**config.mk**
```make
export PLATFORM = sky130hd
export DESIGN_NAME = sync_fifo_param
export DESIGN_NICKNAME = d
export VERILOG_FILES = /design/src/rtl/fifo_pkg.sv /design/src/rtl/fifo_ram.sv /design/src/rtl/sync_fifo_param.sv
export SDC_FILE = /design/constraint.sdc
export NUM_CORES = 1
export LEC_CHECK = 0
export CORE_AREA = 2 2 146 148
export DETAILED_ROUTE_END_ITERATION = 10
export DIE_AREA = 0 0 148 150
export GPL_ROUTABILITY_DRIVEN = 0
export PLACE_DENSITY = 0.55
export SLEW_MARGIN = 20
export SYNTH_ARGS = -nofsm -noshare
export SYNTH_HDL_FRONTEND = slang
export SYNTH_SLANG_ARGS = --single-unit
```
**constraint.sdc**
```tcl
create_clock -name clk -period 4.7 [get_ports clk]
set_input_delay 0.705 -clock clk [delete_from_list [all_inputs] [get_ports clk]]
set_output_delay 0.705 -clock clk [all_outputs]
set_load 0.05 [all_outputs]
```
**src/rtl/fifo_pkg.sv**
```systemverilog
// Shared definitions for the FIFO family.
//   clog2       : ceiling log2, usable in parameter and port-width expressions
//   FIFO_DATA_W : default word width
//   FIFO_DEPTH  : default number of entries
package fifo_pkg;

   localparam int FIFO_DATA_W = 8;
   localparam int FIFO_DEPTH  = 16;

   function automatic int clog2(input int value);
      int result;
      int rem;
      result = 0;
      rem    = value - 1;
      while (rem > 0) begin
         result = result + 1;
         rem    = rem >> 1;
      end
      return result;
   endfunction

endpackage

```
**src/rtl/fifo_ram.sv**
```systemverilog
// Simple dual-port storage, DEPTH x DATA_W: one synchronous write port and
// one registered read port. The array itself is never reset so this block
// can be swapped for a vendor RAM macro; only the read register clears.
//   clk      : rising-edge clock
//   reset    : synchronous active-high clear of rd_data only
//   wr_en    : write strobe, wr_data stored at wr_addr
//   wr_addr  : write address
//   wr_data  : write data
//   rd_en    : read strobe, mem[rd_addr] loaded into rd_data
//   rd_addr  : read address
//   rd_data  : registered read data, holds when rd_en is low
module fifo_ram
   import fifo_pkg::*;
#(
   parameter int DATA_W = FIFO_DATA_W,
   parameter int DEPTH  = FIFO_DEPTH,
   parameter int AW     = clog2(FIFO_DEPTH)
) (
   input  logic              clk,
   input  logic              reset,
   input  logic              wr_en,
   input  logic [AW-1:0]     wr_addr,
   input  logic [DATA_W-1:0] wr_data,
   input  logic              rd_en,
   input  logic [AW-1:0]     rd_addr,
   output logic [DATA_W-1:0] rd_data
);

   logic [DATA_W-1:0] mem [DEPTH];

   always_ff @(posedge clk) begin
      if (wr_en) begin
         mem[wr_addr] <= wr_data;
      end
   end

   // Read-before-write: a read and write to the same address on one edge
   // returns the old contents, which is what the full-FIFO pass-through needs.
   always_ff @(posedge clk) begin
      if (reset) begin
         rd_data <= '0;
      end else if (rd_en) begin
         rd_data <= mem[rd_addr];
      end
   end

endmodule

```
**src/rtl/sync_fifo_param.sv**
```systemverilog
// Parametrised single-clock FIFO on a circular buffer with a separate
// occupancy counter, programmable almost flags and error pulses.
//   clk          : rising-edge clock
//   reset        : synchronous active-high; drops all queued data
//   wr_en/din    : write request and data
//   rd_en        : read request
//   dout         : registered read data, valid one cycle after acceptance
//   full/empty   : count == DEPTH / count == 0
//   almost_full  : count >= AF_LEVEL
//   almost_empty : count <= AE_LEVEL
//   count        : occupancy 0..DEPTH
//   overflow     : one-cycle pulse for a rejected write while full
//   underflow    : one-cycle pulse for a read while empty
module sync_fifo_param
   import fifo_pkg::*;
#(
   parameter int DATA_W   = FIFO_DATA_W,
   parameter int DEPTH    = FIFO_DEPTH,
   parameter int AF_LEVEL = 12,
   parameter int AE_LEVEL = 4
) (
   input  logic                  clk,
   input  logic                  reset,
   input  logic                  wr_en,
   input  logic                  rd_en,
   input  logic [DATA_W-1:0]     din,
   output logic [DATA_W-1:0]     dout,
   output logic                  full,
   output logic                  empty,
   output logic                  almost_full,
   output logic                  almost_empty,
   output logic [clog2(DEPTH):0] count,
   output logic                  overflow,
   output logic                  underflow
);

   localparam int AW = clog2(DEPTH);
   localparam int CW = AW + 1;

   localparam logic [CW-1:0] DEPTH_C = CW'(DEPTH);
   localparam logic [CW-1:0] AF_C    = CW'(AF_LEVEL);
   localparam logic [CW-1:0] AE_C    = CW'(AE_LEVEL);

   logic [AW-1:0] wr_ptr;
   logic [AW-1:0] rd_ptr;
   logic          wr_acc;
   logic          rd_acc;

   assign full         = (count == DEPTH_C);
   assign empty        = (count == '0);
   assign almost_full  = (count >= AF_C);
   assign almost_empty = (count <= AE_C);

   // A write while full is still taken when a read frees a slot on the same
   // edge. A read while empty is never taken, so there is no fall-through.
   assign wr_acc = wr_en & (~full | rd_en) & ~reset;
   assign rd_acc = rd_en & ~empty & ~reset;

   fifo_ram #(
      .DATA_W (DATA_W),
      .DEPTH  (DEPTH),
      .AW     (AW)
   ) u_ram (
      .clk     (clk),
      .reset   (reset),
      .wr_en   (wr_acc),
      .wr_addr (wr_ptr),
      .wr_data (din),
      .rd_en   (rd_acc),
      .rd_addr (rd_ptr),
      .rd_data (dout)
   );

   always_ff @(posedge clk) begin
      if (reset) begin
         wr_ptr    <= '0;
         rd_ptr    <= '0;
         count     <= '0;
         overflow  <= 1'b0;
         underflow <= 1'b0;
      end else begin
         // Power-of-two depth: pointers wrap by natural overflow.
         if (wr_acc) begin
            wr_ptr <= wr_ptr + AW'(1);
         end
         if (rd_acc) begin
            rd_ptr <= rd_ptr + AW'(1);
         end
         case ({wr_acc, rd_acc})
            2'b10:   count <= count + CW'(1);
            2'b01:   count <= count - CW'(1);
            default: count <= count;
         endcase
         overflow  <= wr_en & full & ~rd_en;
         underflow <= rd_en & empty;
      end
   end

endmodule

```
### Word level (Yosys, flattened, before mapping)

Memories as Yosys holds them, arrays and structs flattened. A register that Yosys moved wholly into a read port is not among the register bits.
Index checks and enable logic that the tools add are counted.
Widths: inputs -> output; s select.

| operators by class | value |
|---|---|
| $add $sub $neg | 4 |
| order comparisons | 2 |
| equality and inequality tests | 3 |
| muxes and demuxes | 3 |
| bitwise operators | 12 |
| reduce and logical (&&, ||, !) cells | 2 |

Operators with widths:

| kind | count |
|---|---|
| $pmux 5 s2 | 1 |
| $add 4x1->4 const B | 2 |
| $and 1x1->1 | 7 |
| $add 5x1->5 const B | 1 |
| $eq 5x5->1 const B | 1 |
| $ge 5x4->1 const B | 1 |
| $le 5x3->1 const B | 1 |
| $logic_not 5->1 | 1 |
| $sub 5x1->5 const B | 1 |
| $not 1->1 | 4 |
| $eq 2x1->1 const B | 1 |
| $eq 2x2->1 const B | 1 |
| $mux 1 | 2 |
| $reduce_bool 2->1 | 1 |
| $or 1x1->1 | 1 |

| storage, ports and cells | value |
|---|---|
| register bits | 15 |
| bits in writable memories | 128 |
| input bits | 12 |
| output and inout bits | 19 |
| logic and storage cells | 32 |
| memories | 1 |

Memories:

| name | depth | width | read ports | clocked after Yosys merged registers in | write ports | RTL line | RTL |
|---|---|---|---|---|---|---|---|
| u_ram.mem | 16 | 8 | 1 | 1 | 1 | fifo_ram.sv:29 | `logic [DATA_W-1:0] mem [DEPTH];` |

### Depth between registers and ports, before layout

Gate-level depths: netlist of the first run.

| depth | value |
|---|---|
| depth after elaboration | 7 |
| depth in mapped cells | 10 |
| gate-level depth less buffers | 9 |

### Modules after synthesis

Synthesis of the first run repeated with hierarchy kept, for this count alone.

| second synthesis, totals | value |
|---|---|
| cell total of the unflattened synthesis | 403 |
| area, all modules | 6,144.6 µm² |

By module, submodules not included:

| module | times used | cells each | area each (µm²) | seq. area each (µm²) |
|---|---|---|---|---|
| fifo_ram | 1 | 316 | 5,343.9 | 4,003.8 |
| sync_fifo_param | 1 | 87 | 800.8 | 300.3 |

### Worst setup path after synthesis of the first run

No wires, ideal clock.

| timing path | value |
|---|---|
| path kind | flip-flop to flip-flop |
| from | reg count[4] |
| to | reg count[4] |
| setup time | 0.121 ns |
| data arrival time | 3.098 ns |
| setup slack | 1.481 ns |
| cell stages (with the launch flop) | 10 |
| period minus slack after synthesis | 3.219 ns |
| path through | dfxtp_1 > clkinv_1 > o31a_4 > clkinv_4 > ha_1 > ha_1 > a21o_1 > a21oi_1 > mux2i_1 > mux2_2 |

| on the way | value |
|---|---|
| longest elaborated chain between the ends | 7 |
| elaborated cells between the ends (all ways) | 15 |
| those cells by class | add/sub (2); eq/ne (3); mux (1); bitwise (7); reduce/logical (2) |

Ends and longest elaborated chain:

| what | RTL line | RTL |
|---|---|---|
| start: declaration | sync_fifo_param.sv:32 | `output logic [clog2(DEPTH):0] count,` |
| start signal: assignment | sync_fifo_param.sv:90 | `2'b10: count <= count + CW'(1);` |
| start signal: assignment | sync_fifo_param.sv:91 | `2'b01: count <= count - CW'(1);` |
| start signal: assignment | sync_fifo_param.sv:92 | `default: count <= count;` |
| $eq 5x5->1 | sync_fifo_param.sv:49 | `assign full = (count == DEPTH_C);` |
| $not 1->1 | sync_fifo_param.sv:56 | `assign wr_acc = wr_en & (~full \| rd_en) & ~reset;` |
| $or 1x1->1 | sync_fifo_param.sv:56 |  |
| $and 1x1->1 (2 in a row) | sync_fifo_param.sv:56 |  |
| $eq 2x1->1 / $eq 2x2->1 (equally long branches) | sync_fifo_param.sv:89 | `case ({wr_acc, rd_acc})` |
| $pmux 5 s2 / $reduce_bool 2->1 (equally long branches) | n/a |  |

Several ways; a longest one is shown, not always the timed one.
A chain may end at the register's enable or synchronous reset.

### Worst setup path after layout of the first run

| timing path | value |
|---|---|
| from | reg count[0] |
| to | reg count[4] |

| on the way | value |
|---|---|
| elaborated cells between the ends (all ways) | 15 |
| those cells by class | add/sub (2); eq/ne (3); mux (1); bitwise (7); reduce/logical (2) |

RTL lines:

| what | RTL line | RTL |
|---|---|---|
| $logic_not 5->1 * | sync_fifo_param.sv:50 | `assign empty = (count == '0);` |
| $not 1->1 * | sync_fifo_param.sv:57 | `assign rd_acc = rd_en & ~empty & ~reset;` |
| $and 1x1->1 * (2 in a row) | sync_fifo_param.sv:57 |  |
| net rd_acc | sync_fifo_param.sv:47 | `logic rd_acc;` |
| $eq 2x1->1 / $eq 2x2->1 (equally long branches) | sync_fifo_param.sv:89 |  |
| $pmux 5 s2 / $reduce_bool 2->1 (equally long branches) | n/a |  |

The timed path passes the listed nets; every way through them passes the cells marked *.

==> metrics.csv, run 1 <==
metric;value;unit
status;finished, final reports clean;
Pwr Total;3.196;mW
WL final;12320;um
Mapped Cells;331;
f_max;300.4;MHz
crit path time final;3.329;ns
switching pwr;749.4;uW
commonest non-fill, non-tap cells in the layout;edfxtp_1 (128), mux4_2 (32), clkdlybuf4s50_1 (30), nor2_1 (26), dfxtp_1 (22);
Max Cap Viol;0;
number of synthesized register bits;151;
worst-margin pin slew;0.9518;ns
post-route cell area;7326;um^2
Critical Path RT;5.01;ns
DRT antenna net count;0;
largest net degree at the start of global routing;35;
final hold viol count;0;
Nets;394;
Syn Nets;353;
H-Tree Depth;4;
critical path endpoint category;flip-flop;
Vert. Die Dim;150;um
routed len/inst;18.67;um
max-slew violation count;0;
share of cells above drive strength 1;21.04;%
Int Pwr;2.447;mW
hpwl dp;7878;um
CTS tree;done;
worst-path fanout max;9;
hold slack;0.4612;ns
clk buf depth;2;
total number of vias;3077;
CTS Sinks;151;
final setup skew;0.008421;ns
fill count;1948;
Sw Share;23.45;%
Mean Syn Cell Area;18.38;um^2
PD cells;436.3;nW/um^2
dpl cell area;6704;um^2
antenna cells;0;
CP Class;reg -> reg;
num rows;53;
Root Driver;clkbuf_16;
Yosys cell types;45;
Area Overhead vs Synth;20.42;%
die area;22200;um^2
Final Non-Filler Cells;660;
worst slack at placement;1.005;ns
global-route wire length before repair;19400;um
depth of the worst register-to-register path;9;
RSZ-0062 raised after global routing;no;
Arr. time, crit path;3.64;ns
Worst slew margin;36.31;%
Post-CTS Hold Fix Bufs;0;
power share of the clock group;44.6;%
worst path cell trace;or4_1, o21ai_4, inv_1, ha_1, fa_1, a21o_1, a21oi_1, mux2i_1, mux2_2;
Placed Cells;628;
initial antenna violation count;0;
Hold Crit Depth;1;
most common cell after layout, fill and taps aside;edfxtp_1;
# port buffers;30;
via/cell ratio;4.662;
CTS clk-pin slew, worst paths;0.06;ns
cell area after synthesis;6083;um^2
Initial Utilization;29.40;%
Core Footprint;20690;um^2
Yosys Warn Count;0;
final setup fails;0;
clock latency on the worst-skew pair;0.43;ns
# DRC;0;
CP max-delay cell;or4_1;
fin util;35.41;%
CP Launch Type;flip-flop;
setup TNS;0;ns
sequential share of power;47.1;%
Hold Crit Class;reg -> reg;
crit-path max cell delay;0.77;ns
sequential element share of the synthesized area;70.75;%
final worst slack;1.371;ns
EDFF count, synth;128;
share of synthesized registers carrying an async set or reset;0;%
GR Overflow Total;0;
Synth Flop Type;edfxtp_1;
post-CTS setup buffers;0;
Total GRT Usage;12.06;%
combinational share of power;8.4;%
DRT iter0 DRCs;247;
drt first pass iters;4;
register area;4305;um^2
TritonCTS buffer count;17;
die width;148;um
number of global-route vias before repair;3332;
Worst VDD drop;0.0002479;V
IO Pins;31;
final worst path period share;70.83;%
CTS resizes;0;
area of the multi-input gates;1663;um^2
P_leak;2.340;nW
==> worst paths after layout <==
path / startpoint / to / slack [ns]
max reg2reg: count[0] / count[4] / 1.37
min: u_ram.rd_data[1] / u_ram.rd_data[1] / 0.46
min reg2reg: u_ram.rd_data[1] / u_ram.rd_data[1] / 0.46
max: count[0] / count[4] / 1.37
==> cells in the mapped netlist, types with 3 or more instances <==
cell      instances  share of area, %
nand2b_1          3              0.31
xor2_1            5              0.72
mux4_2           32                12
clkbuf_1          6              0.37
edfxtp_1        128                63
nor3_1            5              0.41
nor2b_1           3              0.31
a21oi_1           4              0.33
mux2i_1          18               3.0
o221ai_1          5              0.72
dfxtp_1          23               7.6
nor2_1           26               1.6
buf_2             6              0.49
nand2_1           8              0.49
o22ai_1           3              0.31
xnor2_1           3              0.43
ha_1              9               1.9
a21o_1            5              0.62
nand3b_1          7              0.86
inv_1             5              0.31
==> kinds of logic after synthesis <==
logic type                 after synthesis  synth area share (%)
AOI/OAI and AO/OA                       30                 4.381
xor gates and xnor gates                 8                 1.152
adders and majority gates               10                 2.180
buffers and inverters                   23                 1.913
DFF                                    151                 70.75
muxes                                   51                 14.99
and+or+nand+nor                         58                 4.628
==> registers in the layout, indices dropped and copies added (netlist names) <==
name and cells:
rd_ptr 4, underflow 1, wr_ptr 4, overflow 1, u_ram.mem 128, count 5
u_ram.rd_data 8
==> worst max-delay path, delay by kind of cell (launching register included) <==
kind            cells  cell delay [ns]
buf+inv             1             0.08
simple gates        1             0.77
fa+ha+maj           2             0.70
compound gates      3             0.71
flops               1             0.39
mux                 2             0.56
==> metal layers <==
layer  vias up  track usage [%]  part of all wire [%]
met4         0            4.905                   2.2
met2        69            19.33                    47
met5         -                0                     0
met3        20            3.720                   4.5
met1      1587            15.27                    46
li1       1401                -                     -
==> area by class of cell <==
cell class	count	share of cell area, %
clock buffer	20	6.234
clock inverter	12	2.254
inverter	7	0.4270
multi-input combinational	157	22.70
sequential	151	58.77
tap	275	4.697
timing repair buffer	38	4.919
==> power groups by stage <==
stage | clock, mW | combinational, mW | sequential, mW
3_3_place_gp | 0 | 0.264 | 1.53
5_1_grt | 1.50 | 0.287 | 1.51
2_1_floorplan | 0 | 0.139 | 1.57
3_5_place_dp | 0 | 0.268 | 1.53
4_1_cts | 1.45 | 0.270 | 1.51
6_report | 1.43 | 0.267 | 1.50
(Power assumes the default switching activity.)
==> inputs of run 2 (changes only) <==
--- a/config.mk
+++ b/config.mk
@@ -9,7 +9,7 @@
 export DETAILED_ROUTE_END_ITERATION = 10
 export DIE_AREA = 0 0 148 150
 export GPL_ROUTABILITY_DRIVEN = 0
-export PLACE_DENSITY = 0.55
+export PLACE_DENSITY = 0.57
 export SLEW_MARGIN = 20
 export SYNTH_ARGS = -nofsm -noshare
 export SYNTH_HDL_FRONTEND = slang
==> constraint.sdc (replaced) <==
create_clock -name clk -period 2.95 [get_ports clk]
set_input_delay 0.4425 -clock clk [delete_from_list [all_inputs] [get_ports clk]]
set_output_delay 0.4425 -clock clk [all_outputs]
set_load 0.05 [all_outputs]
==> run 2 against run 1 <==
Effect of this change: sequential share of layout area fell by 1.3 points; worst setup slack got worse by 1.3 ns; register-to-register slack got worse by 1.2 ns; critical path depth fell by 4; worst hold slack improved by 0.0049 ns; combinational power rose by 83%; non-clock buffer count rose by 22; clock-buffer cell count fell by 3; sequential power rose by 59%; clock skew fell by 0.0020 ns; global-route usage rose by 0.063 points; highest routed layer unchanged; core utilization rose by 0.92 points.
==> metrics.csv, run 2 (synthesized netlist as in run 1, its figures left out) <==
metric;value;unit;change
TritonCTS buffer count;17;;unchanged
antenna cells;0;;unchanged
status;finished, final reports clean;;
IO Pins;31;;unchanged
Critical Path RT;2.51;ns;-2.50 ns
total number of vias;3113;;+1.2%
Root Driver;clkbuf_16;;
Total GRT Usage;12.12;%;+0.063 points
final hold viol count;0;;unchanged
CTS clk-pin slew, worst paths;0.06;ns;about the same
hpwl dp;7770;um;-1.4%
Nets;416;;+5.6%
crit path time final;2.845;ns;
die width;148;um;unchanged
die area;22200;um^2;unchanged
max reg flops;128;;unchanged
CP Launch Type;flip-flop;;
commonest non-fill, non-tap cells in the layout;edfxtp_1 (128), mux4_2 (32), clkdlybuf4s50_1 (29), buf_4 (29), nor2_1 (26);;
Arr. time, crit path;2.40;ns;-1.24 ns
number of global-route vias before repair;3309;;-0.69%
via/cell ratio;4.565;;-2.1%
Pwr Total;5.052;mW;+58%
worst slack at placement;0.01475;ns;-0.9901 ns
final worst slack;0.1050;ns;-1.266 ns
critical path endpoint category;output pin;;
setup TNS;0;ns;unchanged
Initial Utilization;29.40;%;unchanged
initial antenna violation count;0;;unchanged
most common cell after layout, fill and taps aside;edfxtp_1;;
Area Overhead vs Synth;23.55;%;
DRT antenna net count;0;;unchanged
Placed Cells;650;;+3.5%
final setup skew;0.006465;ns;-0.001955 ns
largest net degree at the start of global routing;36;;+2.9%
clk buf depth;2;;unchanged
CP Class;reg -> out;;
PD cells;672.1;nW/um^2;+54%
final setup fails;0;;unchanged
Biggest register;u_ram.mem;;
global-route wire length before repair;19470;um;+0.36%
RSZ-0062 raised after global routing;no;;
f_max;351.5;MHz;
# port buffers;30;;unchanged
H-Tree Depth;4;;unchanged
drt first pass iters;4;;unchanged
Hold Crit Class;reg -> reg;;
CTS tree;done;;
num rows;53;;unchanged
fin util;36.33;%;+0.92 points
worst-margin pin slew;0.5662;ns;-0.3856 ns
max-slew violation count;0;;unchanged
final worst path period share;96.44;%;
Max Cap Viol;0;;unchanged
Worst VDD drop;0.0002901;V;+17%
GR Overflow Total;0;;unchanged
share of cells above drive strength 1;27.76;%;+6.7 points
Largest regs;u_ram.mem (128), u_ram.rd_data (8), count (5);;
WL final;12340;um;+0.11%
CTS Sinks;151;;unchanged
worst-path fanout max;6;;-3
Vert. Die Dim;150;um;unchanged
Core Footprint;20690;um^2;unchanged
routed len/inst;18.09;um;-3.1%
Post-CTS Hold Fix Bufs;0;;unchanged
DRT iter0 DRCs;235;;-4.9%
Worst slew margin;62.14;%;+26 points
# DRC;0;;unchanged
P_leak;2.459;nW;+5.1%
Final Non-Filler Cells;682;;+3.3%
clock latency on the worst-skew pair;0.42;ns;about the same
## run 2: worst paths after layout
path                      end  cells after the start  slack [ns]        startpoint
max                     empty                      5        0.11          count[0]
min          u_ram.rd_data[0]                      1        0.47  u_ram.rd_data[0]
max reg2reg          count[4]                      9        0.21          count[0]
min reg2reg  u_ram.rd_data[0]                      1        0.47  u_ram.rd_data[0]
## run 2: through the flow
| step | instance area [um^2] | hold WS [ns] |
|---|---|---|
| finish | 7516 | 0.4662 |
| CTS | 7512 | 0.4734 |
| floorplan | 6110 | 0.5218 |
| global route | 7516 | 0.4972 |
| global placement | 6908 | 0.4463 |
| detailed placement | 6908 | 0.4542 |
## run 2: worst max-delay path: stages (launching register included)
cell             delay, ns
dfxtp_4               0.34
buf_4                 0.16
nor4_2                0.44
nand2_1               0.16
inv_1                 0.09
clkdlybuf4s50_1       0.80
## run 2: metal layers
layer	part of all wire (%)	GRT usage [%]	up-vias
li1	-	-	1440
met1	46	15.33	1599
met2	49	20.02	57
met3	3.1	3.262	17
met4	1.4	4.524	0
met5	0	0	-
## run 2: power by group
group / switching [mW] / internal (mW)
Combinational: 0.300 / 0.188
Clock: 0.854 / 1.33
Sequential: 0.0231 / 2.35
Total: 1.18 / 3.87
## run 2: layout make-up
cell class                 instances  area (um^2)
multi-input combinational        157         1688
clock buffer                      17        425.4
sequential                       151         4317
clock inverter                    15        173.9
tap                              275        344.1
inverter                           7        31.28
timing repair buffer              60        536.8
fill                            1955        13170
## run 2: repair_timing
item	CTS	global route
setup buffers	0	0
resized for setup	2	1
setup endpoints to repair	2	1
==> inputs of run 3 (changes only) <==
--- a/config.mk
+++ b/config.mk
@@ -5,12 +5,13 @@
 export SDC_FILE = /design/constraint.sdc
 export NUM_CORES = 1
 export LEC_CHECK = 0
-export CORE_AREA = 2 2 146 148
+export CORE_AREA = 2 2 147 149
 export DETAILED_ROUTE_END_ITERATION = 10
-export DIE_AREA = 0 0 148 150
+export DIE_AREA = 0 0 149 151
 export GPL_ROUTABILITY_DRIVEN = 0
-export PLACE_DENSITY = 0.57
+export PLACE_DENSITY = 0.56
 export SLEW_MARGIN = 20
 export SYNTH_ARGS = -nofsm -noshare
 export SYNTH_HDL_FRONTEND = slang
+export SYNTH_HIERARCHICAL = 1
 export SYNTH_SLANG_ARGS = --single-unit
==> run 3 against run 2 <==
Effect of this change: critical path depth increased by 4; global-route usage shrank 0.45 points; clock power down 9.1%; die area grew 1.3%; design area is 0.77% lower; sequential share of layout area grew 0.39 points; largest power group unchanged.
==> metrics.csv, run 3 <==
metric;value;unit;change
status;finished, final reports clean;;
number of global-route vias before repair;3548;;+7.2%
Arr. time, crit path;3.07;ns;+0.67 ns
commonest cells in the netlist;edfxtp_1 (128), mux2i_1 (67), nor2_1 (29);;
hold path startpoint;u_ram/rd_data[6];;
count leader, synth;edfxtp_1;;
antenna cells;0;;unchanged
sequential share of power;49.7;%;+2.6 points
P_leak;2.400;nW;-2.4%
commonest non-fill, non-tap cells in the layout;edfxtp_1 (128), mux2i_1 (67), buf_4 (32), nor2_1 (29);;
EDFF count, synth;128;;unchanged
IO Pins;31;;unchanged
final setup fails;0;;unchanged
CP Class;reg -> reg;;
final worst path period share;92.61;%;-3.8 points
CP Launch Type;flip-flop;;
clk buf depth;2;;unchanged
switching pwr;1.108;mW;-5.9%
XOR/XNOR share of the synthesized area;0.9978;%;-0.15 points
routed len/inst;16.53;um;-8.6%
max reg flops;128;;unchanged
f_max;366.0;MHz;+4.1%
Synth Flop Type;edfxtp_1;;
PD cells;642.7;nW/um^2;-4.4%
CTS clk-pin slew, worst paths;0.06;ns;about the same
total number of vias;3488;;+12%
worst path cell trace;or4_4, o31ai_4, or2_2, ha_2, ha_1, a21oi_1, a21oi_1, or4_1, a21oi_1;;
num rows;53;;unchanged
Worst slew margin;44.32;%;-18 points
largest family of logic cells by synthesized area;multiplexers;;
Worst VDD drop;0.0003828;V;+32%
Nets;485;;+17%
post-CTS setup buffers;0;;unchanged
CTS Sinks;151;;unchanged
cell area after synthesis;6145;um^2;+1.0%
share of synthesized registers carrying an async set or reset;0;%;unchanged
setup TNS;0;ns;unchanged
Sw Share;23.12;%;-0.19 points
Root Driver;clkbuf_16;;
top cell type's share of synthesized area;62.55;%;-0.63 points
critical path endpoint category;flip-flop;;
critical path launch point;count[0];;
die area;22500;um^2;+1.3%
CTS tree;done;;
hpwl dp;8156;um;+5.0%
WL final;12470;um;+1.1%
Placed Cells;722;;+11%
combinational share of power;8.7;%;-1.0 points
simple-gate share of the synthesized area;7.982;%;+3.4 points
largest net degree at the start of global routing;36;;unchanged
Hold Crit Depth;2;;+1
Area Overhead vs Synth;21.38;%;
most common cell after layout, fill and taps aside;edfxtp_1;;
fill count;2020;;+3.3%
Synth Area in Adders;1.548;%;-0.63 points
TritonCTS buffer count;17;;unchanged
fin util;35.82;%;-0.51 points
Mean Syn Cell Area;15.25;um^2;-17%
mux contribution to synthesized area;10.91;%;-4.1 points
r2r setup slk;0.22;ns;about the same
crit-path max cell delay;0.56;ns;-0.24 ns
synth top area cells;edfxtp_1 (63%), mux2i_1 (11%), dfxtp_1 (7.5%);;
RR Startpoint;count[0];;
GR Overflow Total;0;;unchanged
Synth area leader;edfxtp_1;;
final setup skew;0.01303;ns;+0.006565 ns
# port buffers;30;;unchanged
CP most frequent cell;a21oi_1;;
Int Pwr;3.685;mW;-4.9%
RSZ-0062 raised after global routing;no;;
Post-CTS Hold Fix Bufs;0;;unchanged
die width;149;um;+0.68%
Total GRT Usage;11.67;%;-0.45 points
clock latency on the worst-skew pair;0.42;ns;about the same
depth of the worst register-to-register path;9;;unchanged
crit path time final;2.732;ns;-0.1131 ns
share of cells above drive strength 1;15.66;%;-12 points
Mapped Cells;403;;+22%
initial antenna violation count;0;;unchanged
# DRC;0;;unchanged
worst-margin pin slew;0.8321;ns;+0.2659 ns
Vert. Die Dim;151;um;+0.67%
DRT iter0 DRCs;274;;+17%
Yosys Warn Count;6;;+6
power share of the clock group;41.6;%;-1.7 points
Final Non-Filler Cells;754;;+11%
Initial Utilization;29.51;%;+0.11 points
number of synthesized register bits;151;;unchanged
worst-path fanout max;5;;-1
drt first pass iters;4;;unchanged
final hold viol count;0;;unchanged
via/cell ratio;4.626;;+1.3%
Max Cap Viol;0;;unchanged
Critical Path RT;3.29;ns;+0.78 ns
Hold Crit Class;reg -> reg;;
max-slew violation count;0;;unchanged
global-route wire length before repair;19400;um;-0.39%
Core Footprint;20820;um^2;+0.64%
Compound-Gate Fraction of Synth Area;5.640;%;+1.3 points
Yosys cell types;41;;-8.9%
H-Tree Depth;4;;unchanged
Biggest register;u_ram/mem;;
Largest regs;u_ram/mem (128), u_ram/rd_data (8), count (5);;
Syn Nets;422;;+20%
CP max-delay cell;or4_4;;
DRT antenna net count;0;;unchanged
sequential element share of the synthesized area;70.05;%;-0.71 points
[run 3: cell count changes after synthesis, moves of 4 or more]
| cell | delta |
|---|---|
| mux2i_1 | +49 |
| o221ai_1 | -5 |
| nand2_1 | +12 |
| a22oi_1 | +24 |
| a21oi_1 | +10 |
| nand3_1 | +26 |
| mux4_2 | -32 |
| a21o_1 | -4 |
| nand3b_1 | -4 |
[run 3: kinds of logic after synthesis]
| kind of cell | Yosys count |
|---|---|
| AO/OA/AOI/OAI | 48 |
| XOR/XNOR | 7 |
| adder cells (fa/ha/maj) | 7 |
| buffers and inverters | 22 |
| flip-flops | 151 |
| multiplexers | 67 |
| AND/OR/NAND/NOR | 101 |
[run 3: metal layers]
metal	vias to the layer above	share of wire (%)	track usage [%]	wire length (um)
met5	-	0	0	0
met4	0	0.81	3.857	101
met3	9	4.3	3.494	530
met2	72	50	19.17	6203
met1	1732	45	14.79	5631
li1	1675	-	-	-
[run 3: area by class of cell]
type                       count  area (um^2)  area share, %
timing repair buffer          63        561.8          7.532
sequential                   151         4313          57.83
clock inverter                11        102.6          1.376
clock buffer                  21        450.4          6.039
multi-input combinational    230         1675          22.46
inverter                       3        11.26         0.1510
tap                          275        344.1          4.613
[run 3: repair_timing]
action                                  CTS  global route
pin swaps                                 0             0
gates resized for setup                   1             3
endpoints found under the setup margin    1             2
[run 3: final timing paths]
kind                                    endpoint
worst max register to register          count[4]
worst min-delay path            u_ram/rd_data[6]
worst max-delay path                    count[4]
worst min register to register  u_ram/rd_data[6]
[run 3: worst max-delay path, delay by kind of cell, from the launching register on]
family | cells | cell delay, ns
simple gates | 3 | 1.19
compound gates | 4 | 0.63
fa+ha+maj | 2 | 0.52
flops | 1 | 0.32
[run 3: metrics by stage]
step | hold WS [ns] | area [um^2] | power, mW | setup WS (ns)
after floorplan | 0.4877 | 6155 | 2.669 | 0.01668
after global placement | 0.4499 | 6898 | 2.832 | 0.06252
after detailed placement | 0.4542 | 6898 | 2.844 | -0.01005
after CTS | 0.4681 | 7450 | 4.831 | 0.03250
after global routing | 0.4852 | 7458 | 4.957 | 0.09069
final | 0.4618 | 7458 | 4.793 | 0.2181
[run 3: power by group through the flow]
| stage | sequential [mW] | clock (mW) | combinational (mW) |
|---|---|---|---|
| after CTS | 2.38 | 2.03 | 0.420 |
| after global routing | 2.39 | 2.12 | 0.453 |
| after global placement | 2.42 | 0 | 0.408 |
| after floorplan | 2.48 | 0 | 0.189 |
| after detailed placement | 2.43 | 0 | 0.417 |
| final | 2.38 | 1.99 | 0.419 |
